## config.mk

```make
export PLATFORM = sky130hd
export DESIGN_NAME = regfile_write_arbiter
export DESIGN_NICKNAME = d
export VERILOG_FILES = /design/src/rtl/cpu_pkg.sv /design/src/rtl/rr_arbiter.sv /design/src/rtl/regfile_write_arbiter.sv
export SDC_FILE = /design/constraint.sdc
export NUM_CORES = 1
export LEC_CHECK = 0
export CAP_MARGIN = 0
export CORE_AREA = 5 5 133 135
export DETAILED_ROUTE_END_ITERATION = 10
export DIE_AREA = 0 0 138 140
export GPL_ROUTABILITY_DRIVEN = 1
export HOLD_SLACK_MARGIN = 0.1
export PLACE_DENSITY = 0.77
export SETUP_SLACK_MARGIN = 0.1
export SLEW_MARGIN = 20
export SYNTH_ARGS = -nofsm -noshare
export SYNTH_HDL_FRONTEND = slang
export SYNTH_SLANG_ARGS = --single-unit
```

## constraint.sdc

```tcl
create_clock -name clk -period 4.4 [get_ports clk]
set_input_delay 0.66 -clock clk [delete_from_list [all_inputs] [get_ports clk]]
set_output_delay 0.66 -clock clk [all_outputs]
set_load 0.05 [all_outputs]
```

## src/rtl/cpu_pkg.sv

```systemverilog
// Shared CPU constants for the writeback path: phase encoding, register
// indexing and default datapath sizes.
package cpu_pkg;

   localparam logic [2:0] STATE_WB  = 3'b100;
   localparam int         REG_IDX_W = 5;
   localparam logic [REG_IDX_W-1:0] REG_SP = 5'd31;
   localparam int         XLEN      = 64;
   localparam int         NREG      = 32;

   // Round-robin successor of a granted index, wrapping at n.
   function automatic int unsigned rr_next(input int unsigned idx, input int unsigned n);
      return (idx + 1 >= n) ? 0 : idx + 1;
   endfunction

endpackage

```

## src/rtl/rr_arbiter.sv

```systemverilog
// Pure combinational round-robin arbiter: the first asserted request at or
// after ptr (with wrap) wins; gnt is one-hot or zero.
module rr_arbiter #(
   parameter int N     = 3,
   parameter int IDX_W = (N > 1) ? $clog2(N) : 1
) (
   input  logic [N-1:0]     req,
   input  logic [IDX_W-1:0] ptr,
   output logic [N-1:0]     gnt,
   output logic [IDX_W-1:0] gnt_idx
);

   always_comb begin
      logic found;
      int   idx;
      gnt     = '0;
      gnt_idx = '0;
      found   = 1'b0;
      idx     = 0;
      for (int k = 0; k < N; k++) begin
         idx = (int'(ptr) + k) % N;
         if (!found && req[idx]) begin
            found    = 1'b1;
            gnt[idx] = 1'b1;
            gnt_idx  = IDX_W'(idx);
         end
      end
   end

endmodule

```

## src/rtl/regfile_write_arbiter.sv

```systemverilog
// Shares the register file write port between NREQ writeback sources and
// tracks pending destination writes so decode can stall on RAW/WAW hazards.
module regfile_write_arbiter
   import cpu_pkg::*;
#(
   parameter int NREQ = 3,
   parameter int XLEN = cpu_pkg::XLEN,
   parameter int NREG = cpu_pkg::NREG
) (
   input  logic                                 clk,
   input  logic                                 reset,
   input  logic [2:0]                           state,
   input  logic [NREQ-1:0]                      req_valid,
   output logic [NREQ-1:0]                      req_ready,
   input  logic [NREQ-1:0][cpu_pkg::REG_IDX_W-1:0] req_reg,
   input  logic [NREQ-1:0][XLEN-1:0]            req_data,
   input  logic                                 issue_valid,
   input  logic [cpu_pkg::REG_IDX_W-1:0]        issue_reg,
   output logic                                 issue_ready,
   input  logic [cpu_pkg::REG_IDX_W-1:0]        rd_reg1,
   input  logic [cpu_pkg::REG_IDX_W-1:0]        rd_reg2,
   input  logic [cpu_pkg::REG_IDX_W-1:0]        rd_reg3,
   output logic [2:0]                           rd_hazard,
   output logic [cpu_pkg::REG_IDX_W-1:0]        write_reg,
   output logic                                 write_en,
   output logic [XLEN-1:0]                      write_data,
   output logic [NREG-1:0]                      busy_mask,
   output logic                                 err_unclaimed
);

   localparam int PTR_W = (NREQ > 1) ? $clog2(NREQ) : 1;

   // Handshake: requester i commits on a rising edge where req_valid[i] and
   // req_ready[i] are both high; it holds valid/reg/data stable until then,
   // and the register file captures write_* on that same edge.

   logic [NREG-1:0]  busy_mask_q, busy_mask_d;
   logic             err_unclaimed_q, err_unclaimed_d;
   logic [PTR_W-1:0] rr_ptr_q, rr_ptr_d;

   logic             wb_active;
   logic [NREQ-1:0]  arb_req;
   logic [NREQ-1:0]  arb_gnt;
   logic [PTR_W-1:0] arb_idx;

   // Reset and non-writeback phases mask every request before arbitration.
   assign wb_active = (state == STATE_WB) && !reset;
   assign arb_req   = req_valid & {NREQ{wb_active}};

   rr_arbiter #(
      .N     (NREQ),
      .IDX_W (PTR_W)
   ) u_rr_arbiter (
      .req     (arb_req),
      .ptr     (rr_ptr_q),
      .gnt     (arb_gnt),
      .gnt_idx (arb_idx)
   );

   always_comb begin
      req_ready  = arb_gnt;
      write_en   = |arb_gnt;
      write_reg  = '0;
      write_data = '0;
      if (write_en) begin
         write_reg  = req_reg[arb_idx];
         write_data = req_data[arb_idx];
      end
   end

   assign issue_ready = !reset && !busy_mask_q[issue_reg];

   // Hazards read the registered scoreboard only; a same-cycle commit is not bypassed.
   assign rd_hazard     = {busy_mask_q[rd_reg3], busy_mask_q[rd_reg2], busy_mask_q[rd_reg1]};
   assign busy_mask     = busy_mask_q;
   assign err_unclaimed = err_unclaimed_q;

   always_comb begin
      busy_mask_d     = busy_mask_q;
      err_unclaimed_d = err_unclaimed_q;
      rr_ptr_d        = rr_ptr_q;
      if (write_en) begin
         busy_mask_d[write_reg] = 1'b0;
         if (!busy_mask_q[write_reg]) begin
            err_unclaimed_d = 1'b1;
         end
         rr_ptr_d = PTR_W'(rr_next(int'(arb_idx), NREQ));
      end
      // A claim on a register being committed is refused by issue_ready, so the clear wins.
      if (issue_valid && issue_ready) begin
         busy_mask_d[issue_reg] = 1'b1;
      end
   end

   always_ff @(posedge clk) begin
      if (reset) begin
         busy_mask_q     <= '0;
         err_unclaimed_q <= 1'b0;
         rr_ptr_q        <= '0;
      end else begin
         busy_mask_q     <= busy_mask_d;
         err_unclaimed_q <= err_unclaimed_d;
         rr_ptr_q        <= rr_ptr_d;
      end
   end

endmodule

```

### Word-level counts from Yosys, hierarchy flattened

Cells that the tools add are included.
Widths: inputs -> output; s select.

| operators by class | value |
|---|---|
| muxes and demuxes | 46 |
| reduce and logical (&&, ||, !) cells | 16 |
| equal/unequal tests | 1 |
| bitwise operators | 7 |
| $mul | 0 |
| add/sub/neg operators | 3 |
| magnitude comparators | 15 |
| divide/modulo/power cells | 3 |
| shift-type cells | 0 |

Operator list:

| operator | number |
|---|---|
| $bmux 64 s2 | 1 |
| $mux 64 | 2 |
| $ge 32x1->1 const B | 3 |
| $lt 32x4->1 const B | 3 |
| $mod 32x3->32 const B | 2 |
| $mux 32 | 2 |
| $and 32x32->32 | 1 |
| $mod 3x3->32 const B | 1 |
| $not 32->32 | 1 |
| $or 32x32->32 | 1 |
| $lt 5x6->1 const B | 5 |
| $bmux 1 s5 | 5 |
| $mux 1 | 18 |
| $bmux 5 s2 | 1 |
| $demux 1 s5 | 2 |
| $ge 5x1->1 const B | 2 |
| $logic_and 1x1->1 | 10 |
| $mux 5 | 2 |
| $mux 3 | 3 |
| $mux 2 | 4 |
| $add 2x1->3 const B | 2 |
| $bmux 1 s2 | 3 |
| $demux 1 s2 | 3 |
| $or 3x3->3 | 2 |
| 9 further kinds | 12 |

| word-level totals | value |
|---|---|
| ROM bits | 0 |
| output and inout port bits | 110 |
| register bits | 35 |
| bits in writable memories | 0 |
| word-level logic and storage cells | 94 |
| memories kept | 0 |
| bits in latches | 0 |
| input port bits | 236 |

### Longest topological paths before layout

Gate-level depths: netlist of run 1.

| depth | value |
|---|---|
| word-level depth | 25 |
| mapped depth | 14 |

### Modules after synthesis

Synthesis of run 1 repeated with hierarchy kept, for this count alone.

| unflattened totals | value |
|---|---|
| cells, all modules | 664 |
| area, all modules | 4919.7 um2 |

By module, submodules not included:

| module | cells an instance | area an instance (um2) | times used |
|---|---|---|---|
| regfile_write_arbiter | 612 | 4586.9 | 1 |
| rr_arbiter | 52 | 332.8 | 1 |

### Worst setup path after synthesis of run 1

No wires, ideal clock.

| timing path | value |
|---|---|
| path kind | input-to-output |
| start | in req_valid[2] |
| end | out write_data[55] |
| path slack | -0.180 ns |
| stages | 9 |
| buffers on the path | 4 |
| arrival | 3.920 ns |
| cells stage by stage | clkbuf_1 > nor4bb_1 > o211ai_1 > a41oi_1 > nor2_1 > clkbuf_1 > buf_2 > buf_1 > nor2_1 |

RTL lines:

| what | line | RTL |
|---|---|---|
| start, declared | regfile_write_arbiter.sv:13 | `input logic [NREQ-1:0] req_valid,` |
| $and 3x3->3 * | regfile_write_arbiter.sv:48 | `assign arb_req = req_valid & {NREQ{wb_active}};` |
| $bmux 1 s2 | rr_arbiter.sv:22 | `if (!found && req[idx]) begin` |
| $mux 1 (implied by the code) (2 in a row) | rr_arbiter.sv:22 |  |
| $mux 1 | rr_arbiter.sv:22 |  |
| $logic_not 1->1 | rr_arbiter.sv:22 |  |
| $logic_and 1x1->1 | rr_arbiter.sv:22 |  |
| $mux 1 | rr_arbiter.sv:22 |  |
| $logic_not 1->1 | rr_arbiter.sv:22 |  |
| $logic_and 1x1->1 | rr_arbiter.sv:22 |  |
| $mux 3 * | rr_arbiter.sv:22 |  |
| via req_ready[0] | regfile_write_arbiter.sv:14 | `output logic [NREQ-1:0] req_ready,` |
| $reduce_or 3->1 * | regfile_write_arbiter.sv:62 | `write_en = \|arb_gnt;` |
| $mux 64 * | regfile_write_arbiter.sv:65 | `if (write_en) begin` |
| end, declared | regfile_write_arbiter.sv:26 | `output logic [XLEN-1:0] write_data,` |

Mark *: on every way through the listed nets, which the timed path passes. The rest lies on a longest branch. The select of a mux whose other input is x is not followed.

### Worst setup path in the final report of run 1

| timing path | value |
|---|---|
| start | in rd_reg2[0] (netlist name) |
| end | out rd_hazard[1] |

| between the ends | value |
|---|---|
| word-level cells in the longest chain between the ends | 2 |

Ends and longest elaborated chain:

| what | line | RTL |
|---|---|---|
| start, declared | regfile_write_arbiter.sv:21 | `input logic [cpu_pkg::REG_IDX_W-1:0] rd_reg2,` |
| $bmux 1 s5 | regfile_write_arbiter.sv:74 | `assign rd_hazard = {busy_mask_q[rd_reg3], busy_mask_q[rd_reg2], busy_mask_q[rd_reg1]};` |
| $mux 1 (implied by the code) | regfile_write_arbiter.sv:74 |  |
| end, declared | regfile_write_arbiter.sv:23 | `output logic [2:0] rd_hazard,` |

Every way passes these cells. The select of a mux whose other input is x is not followed.

==> results by group, run 1 <==
STA
  – Final period utilization: 93.52%
  – FMAX: 243.0 MHz
  – Final setup fails: 0
  – Total Negative Setup Slacks: 0 ns
  – Slew headroom: 43.51%
  – Pins over their slew limit: 0
  – Fin. Hold Viols: 0
  – Unrepaired setup endpoints after global routing: no
  – Max Clock Skew: 0.009389 ns
  – Worst slew pin tran: 0.8443 ns
  – Crit path time final: 4.115 ns

Power and ir drop
  – Power, Total: 1.187 mW
  – Switching Fraction: 30.61%
  – Leak: 2.865 nW
  – Sequential Power Share: 27.6%
  – Power per cell area: 144.5 mW/mm²
  – Switching power: 0.3635 mW
  – Peak supply drop: 0.1373 mV
  – Clock share of power: 29.3%
  – Internal: 0.8238 mW
  – Logic pwr share: 43.1%

Logic synthesis
  – Post-synthesis sequential area ratio: 16.29%
  – Synth area leaders: mux4_2 22%, dfxtp_1 16%, a222oi_1 15%
  – Main combinational cell family by area after synthesis: compound AO/OA/AOI/OAI gates
  – Count leader, synth: nor2_1
  – Post-synthesis mux area share: 24.49%
  – Most used DFF post-synth: dfxtp_1
  – Synth Instances: 516
  – YS warnings: 0
  – Synth cell types: 60
  – Post-synthesis adder-cell area fraction: 1.163%
  – Syn_area_per_cell: 8.336 µm²
  – Post-Synthesis Net Count: 756
  – Post-Synthesis Cell Area: 0.004302 mm²
  – Post-synthesis xor/xnor area fraction: 0%
  – Area leader, netlist: mux4_2
  – Flops & latches, synth: 35
  – Synth Area in Simple Gates: 20.10%
  – Synth Area in Compound Gates: 32.05%
  – Commonest cells post-synth: 83 x nor2_1, 64 x a222oi_1, 49 x nand2_1, 42 x mux4_2, 40 x clkbuf_1
  – Number of synthesized flops with an enable pin: 0
  – Top cell type's share of synthesized area: 21.99%
  – Ys async rst share: 0%

Setup path
  – Crit-path cells: clkdlybuf4s50_1 > mux4_2 > mux4_2 > mux2_2 > clkdlybuf4s50_1
  – Worst-path maximum fanout: 8
  – Critical-path cell with the highest stage delay: clkdlybuf4s50_1
  – Critical path class: in2out
  – Worst EP required: 3.74 ns
  – Max incr delay on CP: 0.79 ns
  – Crit end category: output port
  – Startpoint Class: input port
  – Data arrival, critical path: 3.45 ns

Die
  – Core area: 0.01635 mm²
  – Site row count: 47
  – # IOs: 346
  – Die height: 140 µm
  – Initial Util: 26.31%
  – Overall die width: 138 µm
  – Die Area: 0.01932 mm²

Drt
  – Drt drc: 0
  – Final wirelength: 25070 µm
  – Drt first-iter violations: 971
  – Met3 wire length: 3761 µm
  – Post-DRT Antenna Nets: 0
  – Top layer in use: met4
  – Met2 WL: 11630 µm
  – Routed wire per std cell: 23.90 µm
  – Drt via density: 5.896
  – Routed length on met1: 8931 µm
  – Vias post-DR: 6185
  – First-pass DRT Iterations: 9

Clock network
  – Clk slew on worst S/H paths: 0.06 ns
  – Root buf cell: clkbuf_16
  – CTS tree: done
  – CTS buffer count: 5
  – CTS max path bufs: 2
  – Post-CTS sizing: 0
  – Buffers inserted by post-CTS timing repair: 0
  – H-tree depth: 2
  – Hold-fix buffers at CTS: 0
  – Clock sinks: 35
  – Clock latency on the worst-skew pair: 0.29 ns

Placement
  – Number of I/O port buffers: 345
  – Cell Area, Placed: 0.008075 mm²
  – Dpl cells: 1041
  – HPWL Detailed: 19900 µm
  – Final Wtd Congestion: 0.9713

Global routing
  – Vias in the first global route: 6069
  – Pin count of the biggest net entering global routing: 69
  – GRT Resource Usage Total: 24.04%
  – Initial antenna violation count: 0
  – Overflow after GRT: 0
  – Global-route wire length before repair: 36870 µm

Cells and area
  – Area occupied by registers: 700.7 µm²
  – Final Non-Filler Cells: 1049
  – Util after Layout: 50.26%
  – Layout cells sized above 1: 18.82%
  – Area taken by multi-input logic gates: 0.003363 mm²
  – Layout area overhead: 91.01%
  – Final net count: 1068
  – N_diodes: 0
  – Filler cells: 1567
  – Fin area: 0.008217 mm²

Min path
  – Hold Path Class: reg2reg

Status
  – Status: finished, final reports clean

Run
  – Max-cap viol count: 0
cells in the final DEF, fill, tap and decap left out, types with 3 or more instances in the layout:
master           instances
a222oi_1                64
mux2_2                   4
clkbuf_16                5
nor2b_1                  7
o211ai_1                 9
ha_1                     4
nor3b_1                  3
nand3_1                  7
buf_4                   61
mux4_2                  42
o21ai_1                  8
mux2i_1                  4
dfxtp_1                 35
nand2b_1                 7
a21oi_1                 39
nand2_1                 49
nor2_1                  82
clkdlybuf4s50_1        271
a21o_1                   3
buf_12                  26
inv_1                   11
nor4bb_1                 3
o21ai_0                 31
state kept, by name (all words and copies together), names as in the netlist:
register       cells
err_unclaimed      1
rr_ptr_q           2
busy_mask         32
cell type report:
cell class / count / area share (%)
clock buffer: 6 / 1.568
clock inverter: 2 / 0.1523
inverter: 12 / 0.5482
multi-input combinational: 416 / 40.93
sequential: 35 / 8.527
tap: 220 / 3.350
timing repair buffer: 358 / 44.92
cell families (layout without fill, tap and decap cells):
logic type | Yosys count | in the layout
buffers and inverters | 65 | 378
adder cells (fa/ha/maj) | 4 | 4
AO/OA/AOI/OAI | 178 | 178
AND/OR/NAND/NOR | 182 | 182
flip-flops | 35 | 35
multiplexers | 52 | 52
worst paths after layout:
path / from / cells after the start / slack [ns] / endpoint
worst max-delay path: rd_reg2[0] / 5 / 0.29 / rd_hazard[1]
worst min-delay path: rr_ptr_q[1] / 2 / 0.51 / rr_ptr_q[1]
worst max register to register: rr_ptr_q[0] / 11 / 0.79 / err_unclaimed
worst min register to register: rr_ptr_q[1] / 2 / 0.51 / rr_ptr_q[1]
worst max-delay path, delay by kind of cell:
family	cells	cell delay (ns)
buffers and inverters	2	1.49
muxes	3	1.31
per-stage QoR:
| stage | setup slack [ns] | hold slack, ns |
|---|---|---|
| 4_1_cts | 0.2536 | 0.5074 |
| 6_report | 0.2851 | 0.5094 |
| 3_3_place_gp | 0.2940 | 0.4865 |
| 3_5_place_dp | 0.2555 | 0.5013 |
| 2_1_floorplan | 0.2363 | 0.4648 |
| 5_1_grt | 0.1446 | 0.5389 |
routing by layer:
metal | global-route usage [%] | vias to the layer above
met5 | 0 | -
met2 | 39.36 | 498
met3 | 10.80 | 66
met4 | 7.384 | 0
li1 | - | 2716
met1 | 28.40 | 2905
power groups by stage:
stage / sequential [mW] / combinational (mW) / clock (mW)
2_1_floorplan: 0.340 / 0.198 / 0
3_3_place_gp: 0.334 / 0.506 / 0
3_5_place_dp: 0.334 / 0.509 / 0
4_1_cts: 0.327 / 0.511 / 0.343
5_1_grt: 0.327 / 0.538 / 0.361
6_report: 0.327 / 0.512 / 0.348
No activity file was read; power rests on OpenSTA's default activity.
==> run 2: changes to the inputs <==
--- a/config.mk
+++ b/config.mk
@@ -7,9 +7,11 @@
 export LEC_CHECK = 0
 export CAP_MARGIN = 0
 export CORE_AREA = 5 5 133 135
+export CTS_CLUSTER_SIZE = 24
 export DETAILED_ROUTE_END_ITERATION = 10
 export DIE_AREA = 0 0 138 140
 export GPL_ROUTABILITY_DRIVEN = 1
+export GPL_TIMING_DRIVEN = 0
 export HOLD_SLACK_MARGIN = 0.1
 export PLACE_DENSITY = 0.77
 export SETUP_SLACK_MARGIN = 0.1
==> run 2 against run 1 <==
Effect of this change:
- hold slack worse by 0.0064 ns
- via count is 3.7% higher
- first-iteration DRC count is 29% lower
- routed wire length is 5.4% higher
- sequential share of layout area is 0.24 points higher
- register-to-register slack worse by 0.05 ns
- maximum frequency is 5.2% lower
- final area is 2.8% lower
- critical endpoint is now write_data[62]
- largest cell class unchanged
==> results by group, run 2 (synthesis results as in run 1) <==
STA
  – Pins over their slew limit: 0
  – Unrepaired setup endpoints after global routing: yes
  – Fin. Hold Viols: 0
  – Crit path setup slack, layout: 0.06102 ns
  – Max Clock Skew: 0.006736 ns
  – Slew headroom: 34.78%
  – Worst slew pin tran: 0.9782 ns
  – Final setup fails: 0
  – Final period utilization: 98.61%
  – Crit path time final: 4.339 ns
  – FMAX: 230.5 MHz

Clock network
  – CTS tree: done
  – Hold-fix buffers at CTS: 0
  – Clock latency on the worst-skew pair: 0.28 ns
  – CTS buffer count: 5
  – Clock sinks: 35
  – Clk slew on worst S/H paths: 0.05 ns
  – Root buf cell: clkbuf_16
  – H-tree depth: 2
  – CTS max path bufs: 2

Setup path
  – Data arrival, critical path: 3.68 ns
  – Worst EP required: 3.74 ns
  – Crit-path cells: clkdlybuf4s50_1 > nor3b_1 > a221oi_2 > and3_1 > clkbuf_1 > a222oi_1 > nor2_1 > clkdlybuf4s15_2
  – Worst-path maximum fanout: 10
  – Critical path class: in2out
  – Crit end category: output port
  – Reg2Reg Depth: 12
  – RR Startpoint: rr_ptr_q[0]
  – Flop-to-flop setup slack: 0.74 ns
  – Max incr delay on CP: 0.90 ns
  – Critical R2R Capture: err_unclaimed
  – Startpoint Class: input port
  – Critical-path cell with the highest stage delay: a222oi_1

Cells and area
  – Commonest non-fill, non-tap cells in the layout: 267 x clkdlybuf4s50_1, 82 x nor2_1, 64 x a222oi_1
  – Layout area overhead: 85.69%
  – Commonest non-fill, non-tap cell in the layout: clkdlybuf4s50_1
  – N_diodes: 0
  – Area taken by multi-input logic gates: 0.003373 mm²
  – Fin area: 0.007988 mm²
  – Final Non-Filler Cells: 1085
  – Layout cells sized above 1: 19.65%
  – Filler cells: 1584
  – Util after Layout: 48.86%
  – Final net count: 1104
  – Area occupied by registers: 700.7 µm²
  – Largest register FFs: 32

Global routing
  – Pin count of the biggest net entering global routing: 11
  – Overflow after GRT: 0
  – Vias in the first global route: 6449
  – Global-route wire length before repair: 38340 µm
  – GRT Resource Usage Total: 25.31%
  – Initial antenna violation count: 1

Die
  – Core area: 0.01635 mm²
  – Site row count: 47
  – # IOs: 346
  – Die Area: 0.01932 mm²
  – Initial Util: 26.31%
  – Die height: 140 µm
  – Overall die width: 138 µm

Min path
  – Hold Path Class: reg2reg
  – Hold Path Depth: 2
  – Hold worst-path end: rr_ptr_q[1]
  – Worst hold start: rr_ptr_q[1]

Power and ir drop
  – Leak: 2.812 nW
  – Switching Fraction: 30.78%
  – Power per cell area: 145.8 mW/mm²
  – Power, Total: 1.164 mW
  – Peak supply drop: 0.1260 mV
  – Logic pwr share: 43.2%
  – Switching power: 0.3584 mW
  – Internal: 0.8060 mW
  – Clock share of power: 28.7%
  – Sequential Power Share: 28.1%

Drt
  – First-pass DRT Iterations: 7
  – Post-DRT Antenna Nets: 0
  – Vias post-DR: 6414
  – Final wirelength: 26440 µm
  – Drt drc: 0
  – Routed wire per std cell: 24.36 µm
  – Drt first-iter violations: 692
  – Drt via density: 5.912

Placement
  – Number of I/O port buffers: 338
  – Post-place setup slack: -1.034 ns
  – Cell Area, Placed: 0.007968 mm²
  – Final Wtd Congestion: 0.9676
  – HPWL Detailed: 21340 µm
  – Dpl cells: 1074

Status
  – Status: finished, final reports clean

Run
  – Max-cap viol count: 0
[run 2: stage by stage]
stage          hold slack, ns  TNS (ns)
6_report               0.5030         0
4_1_cts                0.5002         0
2_1_floorplan          0.4648         0
5_1_grt                0.5291  -0.06403
3_5_place_dp           0.4930    -49.60
3_3_place_gp           0.4827    -46.04
[run 2: critical path: cells and delay by family]
kind,cells,cell delay [ns]
AOI/OAI and AO/OA,2,1.02
buffers and inverters,3,1.30
and+or+nand+nor,3,0.69
[run 2: layout make-up]
| type | instances | share of cell area, % |
|---|---|---|
| clock buffer | 7 | 1.660 |
| buffer | 53 | 3.055 |
| multi-input combinational | 416 | 42.23 |
| sequential | 35 | 8.772 |
| tap | 220 | 3.446 |
| inverter | 12 | 0.5639 |
| clock inverter | 1 | 0.06266 |
| timing repair buffer | 341 | 40.21 |
[run 2: power by group through the flow]
| stage | Clock, mW | Combinational, mW | Sequential (mW) |
|---|---|---|---|
| 6_report | 0.335 | 0.502 | 0.327 |
| 5_1_grt | 0.352 | 0.526 | 0.327 |
| 4_1_cts | 0.338 | 0.499 | 0.327 |
| 3_5_place_dp | 0 | 0.502 | 0.334 |
| 3_3_place_gp | 0 | 0.499 | 0.333 |
| 2_1_floorplan | 0 | 0.198 | 0.340 |
[run 2: how the worst max path moves through the flow]
| stage | slack (ns) | cells after the start | endpoint | startpoint |
|---|---|---|---|---|
| after CTS | 0.10 | 9 | write_data[20] | req_valid[0] |
| after floorplan | 0.24 | 9 | write_data[55] | req_valid[2] |
| after global routing | -0.02 | 8 | write_data[55] | req_valid[0] |
| after global placement | -0.95 | 12 | write_data[61] | req_valid[2] |
| after detailed placement | -1.03 | 12 | write_data[55] | req_valid[2] |
| final | 0.06 | 8 | write_data[62] | req_valid[0] |
[run 2: timing repair]
item | CTS | global route
pin swaps | 0 | 4
setup buffers | 0 | 3
gates resized for setup | 150 | 106
endpoints found under the setup margin | 70 | 69
[run 2: per-layer routing]
metal  part of all wire, %  wire length (µm)  global-route usage (%)
met1                    40             10500                   31.89
met2                    45             11860                   40.93
met3                    11              3000                   7.260
met4                   4.1              1078                   10.19
met5                     0                 0                       0
==> run 3: changes to the inputs <==
--- a/config.mk
+++ b/config.mk
@@ -6,16 +6,17 @@
 export NUM_CORES = 1
 export LEC_CHECK = 0
 export CAP_MARGIN = 0
-export CORE_AREA = 5 5 133 135
+export CORE_AREA = 5 5 131 133
 export CTS_CLUSTER_SIZE = 24
 export DETAILED_ROUTE_END_ITERATION = 10
-export DIE_AREA = 0 0 138 140
+export DIE_AREA = 0 0 136 138
 export GPL_ROUTABILITY_DRIVEN = 1
 export GPL_TIMING_DRIVEN = 0
 export HOLD_SLACK_MARGIN = 0.1
-export PLACE_DENSITY = 0.77
+export PLACE_DENSITY = 0.83
 export SETUP_SLACK_MARGIN = 0.1
 export SLEW_MARGIN = 20
 export SYNTH_ARGS = -nofsm -noshare
 export SYNTH_HDL_FRONTEND = slang
+export SYNTH_HIERARCHICAL = 1
 export SYNTH_SLANG_ARGS = --single-unit
==> run 3 against run 2 <==
Effect of this change:
- area after synthesis is 14% higher
- setup slack better by 0.089 ns
- via count is 10% higher
- sequential share of layout area is 1.8 points lower
- non-clock buffer count is 21 higher
- clock skew is 0.0043 ns lower
- critical path depth is 10 higher
==> results by group, run 3 <==
Status
  – Status: finished, final reports clean

Cells and area
  – Commonest non-fill, non-tap cell in the layout: clkdlybuf4s50_1
  – Final Non-Filler Cells: 1247
  – Layout area overhead: 104.5%
  – Fin area: 0.01006 mm²
  – Final net count: 1269
  – Commonest non-fill, non-tap cells in the layout: 264 x clkdlybuf4s50_1, 79 x nand2_1, 76 x nor2_1
  – Largest register FFs: 32
  – Layout cells sized above 1: 33.88%
  – Util after Layout: 64.02%

Setup path
  – Critical path class: in2out
  – Worst-path maximum fanout: 10
  – Data arrival, critical path: 3.59 ns
  – Crit end category: output port
  – Reg2Reg Depth: 15
  – Startpoint Class: input port
  – Worst EP required: 3.74 ns

Die
  – Core area: 0.01571 mm²
  – # IOs: 346
  – Overall die width: 136 µm
  – Initial Util: 31.31%
  – Site row count: 46
  – Die Area: 0.01877 mm²
  – Die height: 138 µm

Run
  – Max-cap viol count: 0

STA
  – Crit path setup slack, layout: 0.1504 ns
  – Worst slew pin tran: 1.094 ns
  – Fin. Hold Viols: 0
  – Unrepaired setup endpoints after global routing: no
  – Final period utilization: 96.58%
  – Pins over their slew limit: 0
  – Max Clock Skew: 0.002435 ns
  – FMAX: 235.3 MHz
  – Crit path time final: 4.250 ns
  – Slew headroom: 26.49%
  – Final setup fails: 0

Logic synthesis
  – Ys async rst share: 0%
  – YS warnings: 6
  – Synth area leaders: mux2i_1 16%, mux4_2 16%, dfxtp_1 14%
  – Main combinational cell family by area after synthesis: multiplexers
  – Post-synthesis adder-cell area fraction: 1.017%
  – Count leader, synth: nor2_1
  – Post-Synthesis Cell Area: 0.004920 mm²
  – Synth Area in Compound Gates: 18.82%
  – Commonest cells post-synth: 145 x nor2_1, 81 x mux2i_1, 79 x nand2_1, 70 x a21oi_1, 39 x clkbuf_1
  – Post-synthesis sequential area ratio: 14.24%
  – Syn_area_per_cell: 7.409 µm²
  – Post-synthesis mux area share: 36.24%
  – Synth Instances: 664
  – Synth cell types: 54
  – Post-synthesis xor/xnor area fraction: 0%
  – Number of synthesized flops with an enable pin: 0
  – Most used DFF post-synth: dfxtp_1
  – Synth Area in Simple Gates: 24.19%
  – Area leader, netlist: mux2i_1
  – Top cell type's share of synthesized area: 16.48%
  – Flops & latches, synth: 35
  – Post-Synthesis Net Count: 904

Drt
  – Final wirelength: 29280 µm
  – Routed wire per std cell: 23.48 µm
  – Vias post-DR: 7060
  – Drt via density: 5.662
  – Drt drc: 0
  – Post-DRT Antenna Nets: 0
  – First-pass DRT Iterations: 7
  – Drt first-iter violations: 683

Power and ir drop
  – Power, Total: 5.374 mW
  – Switching Fraction: 59.87%
  – Leak: 3.474 nW
  – Power per cell area: 534.2 mW/mm²
  – Logic pwr share: 86.9%
  – Switching power: 3.218 mW
  – Internal: 2.157 mW
  – Peak supply drop: 0.3208 mV
  – Clock share of power: 6.4%
  – Sequential Power Share: 6.6%

Placement
  – Number of I/O port buffers: 338
  – Cell Area, Placed: 0.009076 mm²
  – Dpl cells: 1218
  – Final Wtd Congestion: 0.9431
  – Post-place setup slack: -2.304 ns
  – HPWL Detailed: 22680 µm

Global routing
  – GR Util met1: 35.16%
  – Vias in the first global route: 6873
  – GR Util met3: 6.096%
  – Pin count of the biggest net entering global routing: 13
  – Global-route layer with the greatest usage: met2
  – Initial antenna violation count: 3
  – Met2 Usage GRT: 46.86%
  – Global-route wire length before repair: 41440 µm
  – GRT Resource Usage Total: 28.17%
  – Overflow after GRT: 0

Min path
  – Hold Path Class: reg2reg
  – Hold Path Depth: 2

Clock network
  – Clk slew on worst S/H paths: 0.06 ns
  – Clock sinks: 35
  – CTS tree: done
  – Clock latency on the worst-skew pair: 0.28 ns
  – Root buf cell: clkbuf_16
  – H-tree depth: 2
  – CTS buffer count: 5
  – CTS max path bufs: 2
-- run 3: cell count changes after synthesis, moves of 6 or more --
cell | before | now
o21ai_1 | 8 | 1
mux4_2 | 42 | 36
o22ai_1 | 1 | 35
nand2_1 | 49 | 79
nor2_1 | 83 | 145
mux2i_1 | 4 | 81
o21ai_0 | 31 | 10
a222oi_1 | 64 | 0
nor3_1 | 1 | 12
buf_1 | 5 | 12
a21oi_1 | 39 | 70
-- run 3: power by group through the flow --
stage / registers (mW) / clock network (mW) / logic, mW
2_1_floorplan: 0.383 / 0 / 2.83
3_3_place_gp: 0.361 / 0 / 4.16
3_5_place_dp: 0.362 / 0 / 4.17
4_1_cts: 0.356 / 0.345 / 4.46
5_1_grt: 0.359 / 0.359 / 4.88
6_report: 0.357 / 0.345 / 4.67
-- run 3: worst paths after layout --
kind,startpoint,to,slack (ns)
worst max-delay path,reset,write_data[18],0.15
worst min register to register,rr_ptr_q[1],rr_ptr_q[1],0.51
worst min-delay path,rr_ptr_q[1],rr_ptr_q[1],0.51
worst max register to register,rr_ptr_q[0],busy_mask[19],0.53
-- run 3: cell families (layout without fill, tap and decap cells) --
group                    count (synthesis)  count (layout)
adder cells (fa/ha/maj)                  4               4
flip-flops                              35              35
AND/OR/NAND/NOR                        279             279
multiplexers                           127             127
buffers and inverters                   66             432
other                                    0               1
AO/OA/AOI/OAI                          153             153
-- run 3: per-layer routing --
metal / routed length (µm) / part of all wire, %
met4: 1407 / 4.8
met3: 3095 / 11
met2: 13960 / 48
met5: 12 / 0.041
met1: 10810 / 37
-- run 3: critical path, stage by stage --
cell and delay (ns):
clkdlybuf4s15_2 0.26, buf_8 0.17, nor4b_4 0.06, and2_4 0.15, buf_6 0.12, mux2_4 0.27
mux2i_4 0.21, o211ai_1 0.13, o21ai_1 0.10, buf_4 0.19, clkbuf_16 0.17, clkbuf_16 0.17
buf_12 0.13, mux2i_1 0.29, nor2_1 0.08, a21oi_2 0.16, nor2_4 0.04, buf_4 0.20
-- run 3: repair_timing --
| item | CTS | global route |
|---|---|---|
| gates resized for setup | 526 | 108 |
| setup buffers | 7 | 4 |
| pin swaps | 1 | 4 |
| gates cloned | 1 | 8 |
| hold buffers | 0 | 0 |
| setup endpoints to repair | 109 | 95 |
-- run 3: area by class of cell --
class,instances,area [µm²]
Fill cell,1250,5653
Timing Repair Buffer,358,3483
Buffer,57,591.8
Tap cell,216,270.3
Clock buffer,5,125.1
Sequential cell,35,700.7
Clock inverter,3,20.02
Inverter,9,33.78
Multi-Input combinational cell,563,4832
Antenna cell,1,2.502
-- run 3: through the flow --
step,hold slack [ns],setup TNS (ns)
floorplan,0.4648,0
global placement,0.4836,-175.81
detailed placement,0.4984,-181.96
CTS,0.5062,0
global route,0.5621,0
finish,0.5105,0
